`src/rtl/bound_flasher_pkg.sv`:
```
// Shared state encoding and thermometer decode for the bound flasher lamp sequencer.
package bound_flasher_pkg;

   typedef enum logic [2:0] {
      IDLE = 3'd0,
      UP1  = 3'd1,
      DN1  = 3'd2,
      UP2  = 3'd3,
      DN2  = 3'd4,
      UP3  = 3'd5,
      DN3  = 3'd6
   } bf_state_e;

   // One bit of a thermometer bar: lamp idx is lit when idx is below the level.
   function automatic logic therm_bit(input int idx, input int lvl);
      return idx < lvl;
   endfunction

endpackage

```
`src/rtl/bf_step_prescaler.sv`:
```
// Lamp step prescaler: div_cnt runs 0..STEP_DIV-1 while the sequencer is active.
// With BF_HOLD_EN defined, hold_i freezes the count and suppresses the tick.
module bf_step_prescaler
   import bound_flasher_pkg::*;
#(
   parameter int STEP_DIV = 1
) (
   input  logic clk,
   input  logic rst_n,
   input  logic active_i,
`ifdef BF_HOLD_EN
   input  logic hold_i,
`endif
   output logic tick_o
);

   localparam int DIV_W = (STEP_DIV > 1) ? $clog2(STEP_DIV) : 1;
   localparam logic [DIV_W-1:0] DIV_LAST = DIV_W'(STEP_DIV - 1);

   logic [DIV_W-1:0] div_cnt_q;
   logic             run;

`ifdef BF_HOLD_EN
   assign run = active_i & ~hold_i;
`else
   assign run = active_i;
`endif

   assign tick_o = run & (div_cnt_q == DIV_LAST);

   // Idle clears the count, so the first level after a start lasts a full step.
   always_ff @(posedge clk) begin
      if (!rst_n) begin
         div_cnt_q <= '0;
      end else if (!active_i) begin
         div_cnt_q <= '0;
      end else if (run) begin
         div_cnt_q <= tick_o ? '0 : div_cnt_q + 1'b1;
      end
   end

endmodule

```
`src/rtl/bound_flasher_gen.sv`:
```
// Parametrised bound flasher: three-bounce thermometer lamp sequence with prescaler,
// busy flag and done pulse. Defining BF_HOLD_EN adds a hold input that freezes the sequence.
module bound_flasher_gen
   import bound_flasher_pkg::*;
#(
   parameter int MX_LP      = 16,
   parameter int KB_LVL     = 6,
   parameter int PEAK_LVL_2 = 11,
   parameter int STEP_DIV   = 1,
   parameter int LVL_W      = $clog2(MX_LP + 1)
) (
   input  logic             clk,
   input  logic             rst_n,
   input  logic             flick,
`ifdef BF_HOLD_EN
   input  logic             hold,
`endif
   output logic [MX_LP-1:0] a_lamp,
   output logic [2:0]       a_state,
   output logic             busy,
   output logic             done
);

   localparam logic [LVL_W-1:0] LVL_MAX = LVL_W'(MX_LP);
   localparam logic [LVL_W-1:0] LVL_KB  = LVL_W'(KB_LVL);
   localparam logic [LVL_W-1:0] LVL_PK  = LVL_W'(PEAK_LVL_2);

   bf_state_e        state_q;
   logic [LVL_W-1:0] lvl_q;
   logic [LVL_W-1:0] lvl_step;
   logic [MX_LP-1:0] lamp_q;
   logic [MX_LP-1:0] lamp_d;
   logic             done_q;
   logic             tick;
   logic             up_phase;

   bf_step_prescaler #(.STEP_DIV(STEP_DIV)) u_prescaler (
      .clk      (clk),
      .rst_n    (rst_n),
      .active_i (state_q != IDLE),
`ifdef BF_HOLD_EN
      .hold_i   (hold),
`endif
      .tick_o   (tick)
   );

   // IDLE counts as an up phase so the start edge lands on level 1.
   assign up_phase = (state_q == IDLE) || (state_q == UP1) ||
                     (state_q == UP2)  || (state_q == UP3);
   assign lvl_step = up_phase ? lvl_q + 1'b1 : lvl_q - 1'b1;

   always_comb begin
      lamp_d = '0;
      for (int i = 0; i < MX_LP; i++) begin
         lamp_d[i] = therm_bit(i, int'(lvl_step));
      end
   end

   always_ff @(posedge clk) begin
      if (!rst_n) begin
         state_q <= IDLE;
         lvl_q   <= '0;
         lamp_q  <= '0;
         done_q  <= 1'b0;
      end else begin
         done_q <= 1'b0;
         case (state_q)
            IDLE: begin
               if (flick) begin
                  state_q <= UP1;
                  lvl_q   <= lvl_step;
                  lamp_q  <= lamp_d;
               end
            end
            UP1, DN1, UP2, DN2, UP3, DN3: begin
               if (tick) begin
                  lvl_q  <= lvl_step;
                  lamp_q <= lamp_d;
                  // Decisions use the stepped level so the turn happens on the same edge.
                  case (state_q)
                     UP1: if (lvl_step == LVL_MAX) state_q <= DN1;
                     DN1: if (lvl_step == LVL_KB)  state_q <= flick ? UP1 : UP2;
                     UP2: if (lvl_step == LVL_PK)  state_q <= DN2;
                     DN2: begin
                        if (lvl_step == LVL_KB && flick) state_q <= UP2;
                        else if (lvl_step == '0)         state_q <= flick ? UP2 : UP3;
                     end
                     UP3: if (lvl_step == LVL_KB)  state_q <= DN3;
                     DN3: begin
                        if (lvl_step == '0) begin
                           state_q <= IDLE;
                           done_q  <= 1'b1;
                        end
                     end
                     default: ;
                  endcase
               end
            end
            default: begin
               state_q <= IDLE;
               lvl_q   <= '0;
               lamp_q  <= '0;
            end
         endcase
      end
   end

   assign a_lamp  = lamp_q;
   assign a_state = state_q;
   assign busy    = (state_q != IDLE);
   assign done    = done_q;

endmodule

```
`config.mk`:
```
export PLATFORM = sky130hd
export DESIGN_NAME = bound_flasher_gen
export DESIGN_NICKNAME = d
export VERILOG_FILES = /design/src/rtl/bound_flasher_pkg.sv /design/src/rtl/bf_step_prescaler.sv /design/src/rtl/bound_flasher_gen.sv
export SDC_FILE = /design/constraint.sdc
export NUM_CORES = 1
export LEC_CHECK = 0
export CORE_MARGIN = 2
export CORE_UTILIZATION = 52
export CTS_CLUSTER_DIAMETER = 80
export DETAILED_ROUTE_END_ITERATION = 7
export PLACE_DENSITY_LB_ADDON = 0.1
export SYNTH_ARGS = -nofsm -noshare
export SYNTH_HDL_FRONTEND = slang
export SYNTH_SLANG_ARGS = --single-unit
```
`constraint.sdc`:
```
create_clock -name clk -period 3.6 [get_ports clk]
set_input_delay 0.72 -clock clk [delete_from_list [all_inputs] [get_ports clk]]
set_output_delay 0.72 -clock clk [all_outputs]
set_load 0.01 [all_outputs]
```
-- Word-level counts from Yosys, hierarchy flattened
Cells that the tools add are included.
Widths: inputs -> output; s select.
- add/sub/neg operators: 3
- $lt $le $gt $ge: 16
- equality and inequality tests: 18
- mux-type cells: 21
- bitwise operators: 4
- reductions and logical operators: 12
- operators by type and width (cell ; number):
    $lt 4x5->1 const A ; 8
    $mux 16 ; 2
    $pmux 16 s2 ; 1
    $mux 3 ; 10
    $lt 3x5->1 const A ; 4
    $pmux 3 s6 ; 1
    $mux 5 ; 3
    $ne 3x3->1 const B ; 5
    $lt 1x5->1 const A ; 2
    $lt 2x5->1 const A ; 2
    $pmux 5 s2 ; 1
    $eq 3x3->1 const B ; 3
    $reduce_and 9->1 ; 1
    $ne 7x7->1 const B ; 1
    $eq 3x2->1 const B ; 2
    $pmux 3 s2 ; 1
    $reduce_or 6->1 ; 1
    $add 5x1->5 const B ; 1
    $eq 5x3->1 const B ; 1
    $eq 5x4->1 const B ; 1
    $eq 5x5->1 const B ; 1
    $logic_not 5->1 ; 1
    $sub 5x1->5 const B ; 1
    $ne 4x4->1 const B ; 1
    other kinds (15) ; 19
- register bits: 26
- bits of input ports: 3
- output and inout port bits: 21
- word-level logic and storage cells: 79

-- Logic depth before layout (Yosys ltp)
Gate-level depths: netlist (run 1).
- depth after elaboration: 11
- mapped depth: 14
- depth with buffers taken out: 12

-- Hierarchy
From an unflattened synthesis (run 1), not the netlist that was laid out.
- cell total of the unflattened synthesis: 198
- area, all modules: 1574.0 µm²
- by module, submodules not included (module ; instances ; cells an instance ; area each (µm²) ; seq. area each (µm²)):
    bound_flasher_gen ; 1 ; 195 ; 1536.5 ; 480.5
    bf_step_prescaler ; 1 ; 3 ; 37.5 ; 20.0

-- Least setup slack after synthesis (run 1)
Ideal clock, no wire load.
- path type: register -> register
- start point: register state_q[0] (netlist: a_state[0])
- end point: register state_q[2] (netlist: a_state[2])
- setup time: 95 ps
- data arrival time: 3030 ps
- required time: 3505 ps
- setup slack: 475 ps
- cell stages (with the launch flop): 15
- path buffers: 2
- clock period less this slack: 3125 ps
- cells stage by stage: dfxtp_1 > buf_4 > nand2b_1 > a21bo_1 > buf_6 > xor2_1 > ha_1 > or3_1 > a21oi_1 > mux2i_1 > xnor2_1 > nor4_1 > o32ai_2 > or2_1 > o311ai_1
- cells in the longest elaborated chain, start to end: 11
- elaborated cells between the ends (all ways): 33
- classes of those cells: 18 x eq/ne; 5 x mux; 1 x bitwise; 9 x reduce/logical
- ends and longest elaborated chain (item ; RTL line ; RTL):
    start: declaration ; bound_flasher_gen.sv:28 ; bf_state_e state_q;
    start signal: assignment ; bound_flasher_gen.sv:82 ; DN1: if (lvl_step == LVL_KB) state_q <= flick ? UP1 : UP2;
    start signal: assignment ; bound_flasher_gen.sv:86 ; else if (lvl_step == '0) state_q <= flick ? UP2 : UP3;
    $eq 3x1->1 or $logic_not 3->1 (tied branches) ; bound_flasher_gen.sv:48, bound_flasher_gen.sv:67, bound_flasher_gen.sv:80 ;
    $logic_or 1x1->1 (2 in series) ; bound_flasher_gen.sv:48 ; assign up_phase = (state_q == IDLE) || (state_q == UP1) ||
    $logic_or 1x1->1 ; bound_flasher_gen.sv:49 ; (state_q == UP2) || (state_q == UP3);
    $mux 5 ; bound_flasher_gen.sv:50 ; assign lvl_step = up_phase ? lvl_q + 1'b1 : lvl_q - 1'b1;
    $eq 5x3->1 ; bound_flasher_gen.sv:82, bound_flasher_gen.sv:85, bound_flasher_gen.sv:88 ;
    $logic_and 1x1->1 ; bound_flasher_gen.sv:85 ; if (lvl_step == LVL_KB && flick) state_q <= UP2;
    $mux 3 ; bound_flasher_gen.sv:85 ;
    $pmux 3 s6 ; bound_flasher_gen.sv:80 ; case (state_q)
    $mux 3 ; bound_flasher_gen.sv:76 ; if (tick) begin
    $pmux 3 s2 ; bound_flasher_gen.sv:67 ; case (state_q)
Parallel ways exist; a longest one is shown, timed or not. The select of a mux whose other input is x is not followed.
A chain may end at the register's enable or synchronous reset.

-- Worst setup path in the final report (run 1)
Same ends and word-level chain as after synthesis.

==> impl_results.md, run 1 <==
- CTS buffer count: 3
- Input/output buffers: 23
- Mapped cell area: 1418 sq um
- Pwr Density: 878.2 nW/um^2
- Final Wtd Congestion: approximately 0.9
- Critical Path, Cell by Cell: nand2b_1 -> a21bo_1 -> xor2_1 -> ha_1 -> or3_1 -> a21oi_1 -> mux2i_1 -> xnor2_2 -> nor4_1 -> o32ai_2 -> or2_1 -> o311ai_1
- Vias in the first global route: between 1k and 1.5k
- GRT Residual Overflow: 0
- Pleak: just over 0.6 nW
- Placed inst area: ~1600 sq um
- Top_reg_cell synth: dfxtp_1
- Synth area leaders: dfxtp_1 (35%), nand2_1 (6.6%), a21oi_1 (6.4%), nor2_1 (4.8%), ha_1 (3.5%)
- Worst Max-Slew Pin Slew: between 0.6 and 0.7 ns
- Fin. Hold Viols: 0
- Area growth, synth to finish: 18.36%
- Worst Path Class, Setup: reg2reg
- Drt wl/cell: ~14 microns
- Net Count, Synth: 182
- Clock insertion delay at the later pin of the skew report: approximately 0.33 ns
- Die area: 3160 sq um
- Fin cells: roughly 220
- Mean Syn Cell Area: a little over 8 sq um
- Largest area contributor in the netlist: dfxtp_1
- Post-synth top area share: between 30% and 40%
- Max Slew Vio Count: 0
- Max cap viols: 0
- CTS Sinks: 25
- Layout cells sized above 1: about a tenth
- Synth async-reset ratio: 0%
- Setup Skew: slightly above 0.0008 ns
- Worst-path fanout max: 12
- Total routed wirelength: roughly 3.2 mm
- Cells after synthesis: approximately 180
- Clock Pin Slew Worst Setup and Hold Paths: roughly 0.15 ns
- Worst rel slew slack: 58.40%
- Post-placement cell count: between 200 and 250
- Clock root cell: clkbuf_4
- Die height: ~56 microns
- Warnings from Yosys: 0
- Register area share after synthesis: between 30% and 40%
- Crit path capture type: flip-flop
- Vias post-DR: 1327
- Unrepaired setup endpoints after global routing: no
- Initial antenna violation count: 0
- Post-synth EDFFs: 0
- Core Region: roughly 2500 sq um
- Wire length of the first global-routing pass: roughly 5.6 mm
- CP bufs+invs: 0
- Crit path arrival time: 3.56 ns
- Endpoints failing setup: 0
- Final instance area: about 1700 sq um
- Vias per cell: around 6.0
- Initial core utilization: 56.20%
- Area occupied by multi-input gates: roughly 840 sq um
- Final setup margin: 0.2920 ns
- FF+latch count, synth: 25
- Starting DRT DRC Count: between 40 and 50
- DRC Markers: 0
- FF/Latch Area: 500.5 sq um
- Final TNS setup: 0 ns
- Post-route minimum period: approximately 3.3 ns
- Post-CTS setup buffer count: 0
- Library cells used by synthesis: 45
- Diodes inserted: 0
- Crit path depth: 12
- I/O pin count: 24
- Outcome: finished clean
- H-tree levels: 1
- Hpwl dp: about 2.4 mm
- Period utilization: between 90 and 100%
- Gr usage total: between 20% and 30%
- Largest net degree at the start of global routing: 23
- Required @ worst endpoint: between 3 and 4 ns
- Top delay family on crit path: simple AND/OR/NAND/NOR gates
- Critical path launch point type: flip-flop
- Final net count: roughly 200
- CTS Buffer Depth: 2
- Post-CTS sizing: 0
- First drt pass iteration count: 4
- CTS Hold Buffers Added: 0
- Row count: 18
- Die width: approximately 56 microns
- Routed Antenna Nets: 0
- Critical-path top delay cell: dfxtp_1
- Max Fclk: 302.3 MHz
- Cells on worst reg2reg path: 12
- VDD IR max: 0.6064 mV
- CP peak stage delay: 0.56 ns
- DP Worst Slack: 0.2172 ns
- Hold path depth: 2
- Worst Hold Class: reg2reg
- TritonCTS clock tree: built
- Layout fillers: approximately 240
-- worst reg2reg max path: stages (launching register included) --
cell	delay, ns
dfxtp_1	0.56
nand2b_1	0.21
a21bo_1	0.24
xor2_1	0.18
ha_1	0.27
or3_1	0.32
a21oi_1	0.15
mux2i_1	0.12
xnor2_2	0.21
nor4_1	0.29
o32ai_2	0.17
or2_1	0.27
o311ai_1	0.25
-- sequential cells by signal, indices dropped and copies added, names as in the netlist --
name and flops:
lvl_q 5, done 1, a_lamp 15, u_prescaler.div_cnt_q 1
a_state 3
-- layout by cell type, fill, tap and decap left out, types with 3 or more instances in the layout --
cell | synthesis | routed
dfxtp_1 | 25 | 25
nor2_1 | 18 | 18
or3_1 | 3 | 3
nand3_1 | 3 | 3
nor3_1 | 4 | 4
inv_1 | 5 | 5
clkdlybuf4s50_1 | 0 | 23
nand2b_1 | 4 | 4
nor4_1 | 3 | 3
a21oi_1 | 18 | 18
clkbuf_4 | 0 | 3
o211ai_1 | 5 | 5
ha_1 | 4 | 4
o21ai_0 | 8 | 8
a22oi_1 | 6 | 6
nand2_1 | 25 | 25
-- per-layer routing --
metal | vias to the layer above | wire length, microns | share of wire [%] | GRT usage, %
met5 | - | 0 | 0 | 0
met4 | 0 | 33 | 1.0 | 4.422
met3 | 6 | 144 | 4.5 | 5.116
met2 | 39 | 1535 | 48 | 37.31
met1 | 617 | 1502 | 47 | 27.63
li1 | 665 | - | - | -
-- path summary, 6_finish.rpt --
| kind | startpoint | end | slack, ns |
|---|---|---|---|
| worst max-delay path | a_state[0] | a_state[2] | 0.29 |
| worst min-delay path | a_lamp[6] | a_lamp[6] | 0.47 |
| worst max register to register | a_state[0] | a_state[2] | 0.29 |
| worst min register to register | a_lamp[6] | a_lamp[6] | 0.47 |
-- cell families after synthesis --
logic type	after synthesis	synth area share (%)
AND/OR/NAND/NOR	68	22.33
AO/OA/AOI/OAI	55	26.39
flip-flops	25	35.30
buffers and inverters	16	6.090
adder cells (fa/ha/maj)	4	3.531
XOR/XNOR	4	3.796
multiplexers	2	2.295
other	1	0.2645
-- power breakdown --
group          internal (mW)  switching [mW]
Clock                 0.0454          0.0927
Sequential             0.360          0.0966
Combinational          0.381           0.498
Total                  0.786           0.687
-- final cells by class --
| cell class | count | area share, % |
|---|---|---|
| Clock buffer | 3 | 1.342 |
| Timing Repair Buffer | 25 | 14.62 |
| Tap cell | 30 | 2.237 |
| Inverter | 5 | 1.119 |
| Multi-Input combinational cell | 134 | 50.34 |
| Sequential cell | 25 | 29.83 |
| Clock inverter | 1 | 0.5220 |
-- synthesized netlist by cell type (all sizes together), types with 4 or more instances --
library cell	count
nor2	18
a22oi	6
nand2	25
a21oi	18
nand2b	4
ha	4
nand3	4
o211ai	6
nor3	4
dfxtp	25
buf	5
clkbuf	6
inv	5
o21ai	9
-- per-stage QoR --
step / util [%] / hold slack, ns / power [mW]
floorplan: - / 0.4362 / 1.048
global placement: 64.73 / 0.4400 / 1.306
detailed placement: 64.73 / 0.4455 / 1.323
CTS: 65.97 / 0.4673 / 1.467
global route: 66.52 / 0.4982 / 1.602
finish: 66.52 / 0.4658 / 1.474
Power figures use the tool's default switching activity.
==> run 2: changes to the inputs <==
--- a/config.mk
+++ b/config.mk
@@ -5,6 +5,7 @@
 export SDC_FILE = /design/constraint.sdc
 export NUM_CORES = 1
 export LEC_CHECK = 0
+export CAP_MARGIN = 20
 export CORE_MARGIN = 2
 export CORE_UTILIZATION = 52
 export CTS_CLUSTER_DIAMETER = 80
==> results of run 2 <==
Same layout as run 1: the final DEF is identical, and so are final timing and power.
==> run 3: changes to the inputs <==
--- a/config.mk
+++ b/config.mk
@@ -6,11 +6,13 @@
 export NUM_CORES = 1
 export LEC_CHECK = 0
 export CAP_MARGIN = 20
+export CORE_ASPECT_RATIO = 0.6
 export CORE_MARGIN = 2
 export CORE_UTILIZATION = 52
 export CTS_CLUSTER_DIAMETER = 80
 export DETAILED_ROUTE_END_ITERATION = 7
 export PLACE_DENSITY_LB_ADDON = 0.1
+export RECOVER_POWER = 50
 export SYNTH_ARGS = -nofsm -noshare
 export SYNTH_HDL_FRONTEND = slang
 export SYNTH_SLANG_ARGS = --single-unit
==> run 3 against run 2 <==
  * Critical endpoint unchanged
  * Core utilization increased by 0.38 points
  * Clock skew up 0.0026 ns
  * Global-route usage is 2.6 points higher
  * Final area is 1.3% higher
  * Cell count up 1.3%
==> impl_results.md, run 3 (synthesis results as in run 1) <==
- Outcome: finished clean
- Die height: 44.45 microns (-21%)
- Worst Path Class, Setup: reg2reg
- Wire length of the first global-routing pass: 6.016 mm (+7.9%)
- Die width: 71.41 microns (+27%)
- Util after Layout: 66.90% (+0.38 points)
- Crit path capture type: flip-flop
- DRC Markers: 0 (unchanged)
- Die area: 3174 sq um (+0.44%)
- H-tree levels: 1 (unchanged)
- Clock Pin Slew Worst Setup and Hold Paths: 0.08 ns (-0.07 ns)
- Starting DRT DRC Count: 104 (+120%)
- First drt pass iteration count: 5 (+1)
- Final instance area: 1699 sq um (+1.3%)
- Reg-to-reg startpoint: a_state[2]
- Drt wl/cell: 15.87 microns (+10%)
- Worst Max-Slew Pin Slew: 0.6565 ns (+0.03315 ns)
- CTS Buffer Depth: 2 (unchanged)
- Unrepaired setup endpoints after global routing: no
- Gr usage total: 24.29% (+2.6 points)
- Worst Setup EP: a_state[2]
- GRT Residual Overflow: 0 (unchanged)
- Critical path launch point: a_state[2]
- Max Fclk: 311.2 MHz (+2.9%)
- Cells on worst reg2reg path: 12 (unchanged)
- Setup Skew: 0.003416 ns (+0.002599 ns)
- Crit path arrival time: 3.39 ns (-0.17 ns)
- Most common cell after layout, fill and taps aside: nand2_1
- Pleak: 0.6846 nW (+11%)
- Reg-to-Reg End: a_state[2]
- Initial antenna violation count: 0 (unchanged)
- Largest net degree at the start of global routing: 23 (unchanged)
- Worst Hold Class: reg2reg
- Worst rel slew slack: 56.18% (-2.2 points)
- Row count: 14 (-4)
- Period utilization: 89.27% (-2.6 points)
- TritonCTS clock tree: built
- Post-CTS setup buffer count: 0 (unchanged)
- HP Start: a_lamp[11]
- Worst-path fanout max: 12 (unchanged)
- R2r setup slk: 0.39 ns (+0.09 ns)
- Clock root cell: clkbuf_8
- CTS Hold Buffers Added: 0 (unchanged)
- Max FFs per register: 15 (unchanged)
- Final TNS setup: 0 ns (unchanged)
- Met1 Track Usage GR: 35.71% (+8.1 points)
- Vias post-DR: 1356 (+2.2%)
- CTS buffer count: 3 (unchanged)
- Endpoints failing setup: 0 (unchanged)
- Post-route minimum period: 3.214 ns (-0.09416 ns)
- Max Slew Vio Count: 0 (unchanged)
- Layout cells sized above 1: 9.278% (-0.048 points)
- Routed Antenna Nets: 0 (unchanged)
- Final net count: 202 (+0.50%)
- Most frequent cells in the layout: nand2_1 (25), dfxtp_1 (24), dlygate4sd3_1 (20), nor2_1 (18), a21oi_1 (18)
- Fin. Hold Viols: 0 (unchanged)
- Critical path launch point type: flip-flop
- Hpwl dp: 2.630 mm (+10%)
- GRT busiest layer: met2
- Post-CTS sizing: 0 (unchanged)
- CTS Sinks: 25 (unchanged)
- Max cap viols: 0 (unchanged)
- Vias in the first global route: 1198 (-5.7%)
- Area growth, synth to finish: 19.86%
- Placed inst area: 1643 sq um (+0.61%)
- Core Region: 2540 sq um (+0.69%)
- Total routed wirelength: 3.586 mm (+12%)
- Clock insertion delay at the later pin of the skew report: 0.27 ns (-0.06 ns)
- VDD IR max: 0.4574 mV (-25%)
- Met2 Resource Use GR: 36.67% (-0.64 points)
- Input/output buffers: 23 (unchanged)
- Final Wtd Congestion: 0.9983 (+12%)
- Diodes inserted: 0 (unchanged)
- Met3 track demand over resource: 5.923% (+0.81 points)
- Vias per cell: 6.000 (+0.83%)
- Required @ worst endpoint: 3.78 ns (-0.07 ns)
- I/O pin count: 24 (unchanged)
- Pwr Density: 885.1 nW/um^2 (+0.78%)
- Initial core utilization: 55.81% (-0.39 points)
==> run 3: changes by cell type in the layout (fill, tap and decap cells not counted) <==
| cell | before | now |
|---|---|---|
| clkbuf_8 | 0 | 3 |
| dfxtp_2 | 0 | 1 |
| clkbuf_4 | 3 | 0 |
| dfxtp_1 | 25 | 24 |
| inv_6 | 1 | 0 |
| clkdlybuf4s50_1 | 23 | 3 |
| dlygate4sd3_1 | 0 | 20 |
| clkbuf_1 | 0 | 2 |
==> run 3: metrics by stage <==
| step | setup slack (ns) | total power, mW | hold slack, ns | instances |
|---|---|---|---|---|
| 2_1_floorplan | 0.4746 | 1.048 | 0.4362 | 175 |
| 3_3_place_gp | 0.3891 | 1.310 | 0.4420 | 222 |
| 3_5_place_dp | 0.2094 | 1.336 | 0.4467 | 222 |
| 4_1_cts | 0.1762 | 1.512 | 0.4592 | 226 |
| 5_1_grt | 0.03653 | 1.609 | 0.4766 | 226 |
| 6_report | 0.3861 | 1.504 | 0.4502 | 226 |
==> run 3: layout make-up <==
| class | count | area, sq um |
|---|---|---|
| clock buffer | 4 | 45.04 |
| multi-input combinational | 134 | 844.6 |
| sequential | 25 | 501.7 |
| tap | 32 | 40.04 |
| inverter | 5 | 18.77 |
| timing repair buffer | 26 | 249.0 |
| fill | 219 | 840.8 |
==> run 3: worst min path at each step <==
| stage | to | slack (ns) | depth (start not counted) |
|---|---|---|---|
| after CTS | a_lamp[11] | 0.46 | 2 |
| final | a_lamp[11] | 0.45 | 2 |
| after floorplan | lvl_q[3] | 0.44 | 2 |
| after global routing | a_lamp[11] | 0.48 | 2 |
| after detailed placement | a_lamp[11] | 0.45 | 2 |
| after global placement | a_lamp[6] | 0.44 | 2 |
==> run 3: layer usage <==
| metal | wire length, microns | share of wire [%] |
|---|---|---|
| met1 | 1801 | 50 |
| met2 | 1537 | 43 |
| met4 | 10 | 0.28 |
| met5 | 0 | 0 |
| met3 | 235 | 6.6 |
==> run 3: where the power goes <==
| group | internal (mW) | leakage, nW | switching, mW |
|---|---|---|---|
| logic | 0.358 | 0.458 | 0.533 |
| clock network | 0.0792 | 0.0228 | 0.0851 |
| registers | 0.362 | 0.204 | 0.0862 |
| total | 0.799 | 0.685 | 0.705 |
==> run 3: worst max-delay path, stage by stage, from the launching register on <==
cell	delay [ns]
dfxtp_1	0.43
nand2b_1	0.27
a21bo_1	0.24
xor2_1	0.17
ha_1	0.26
or3_1	0.32
a21oi_1	0.14
mux2i_1	0.12
xnor2_2	0.21
nor4_1	0.26
o32ai_2	0.16
or2_1	0.27
o311ai_1	0.27
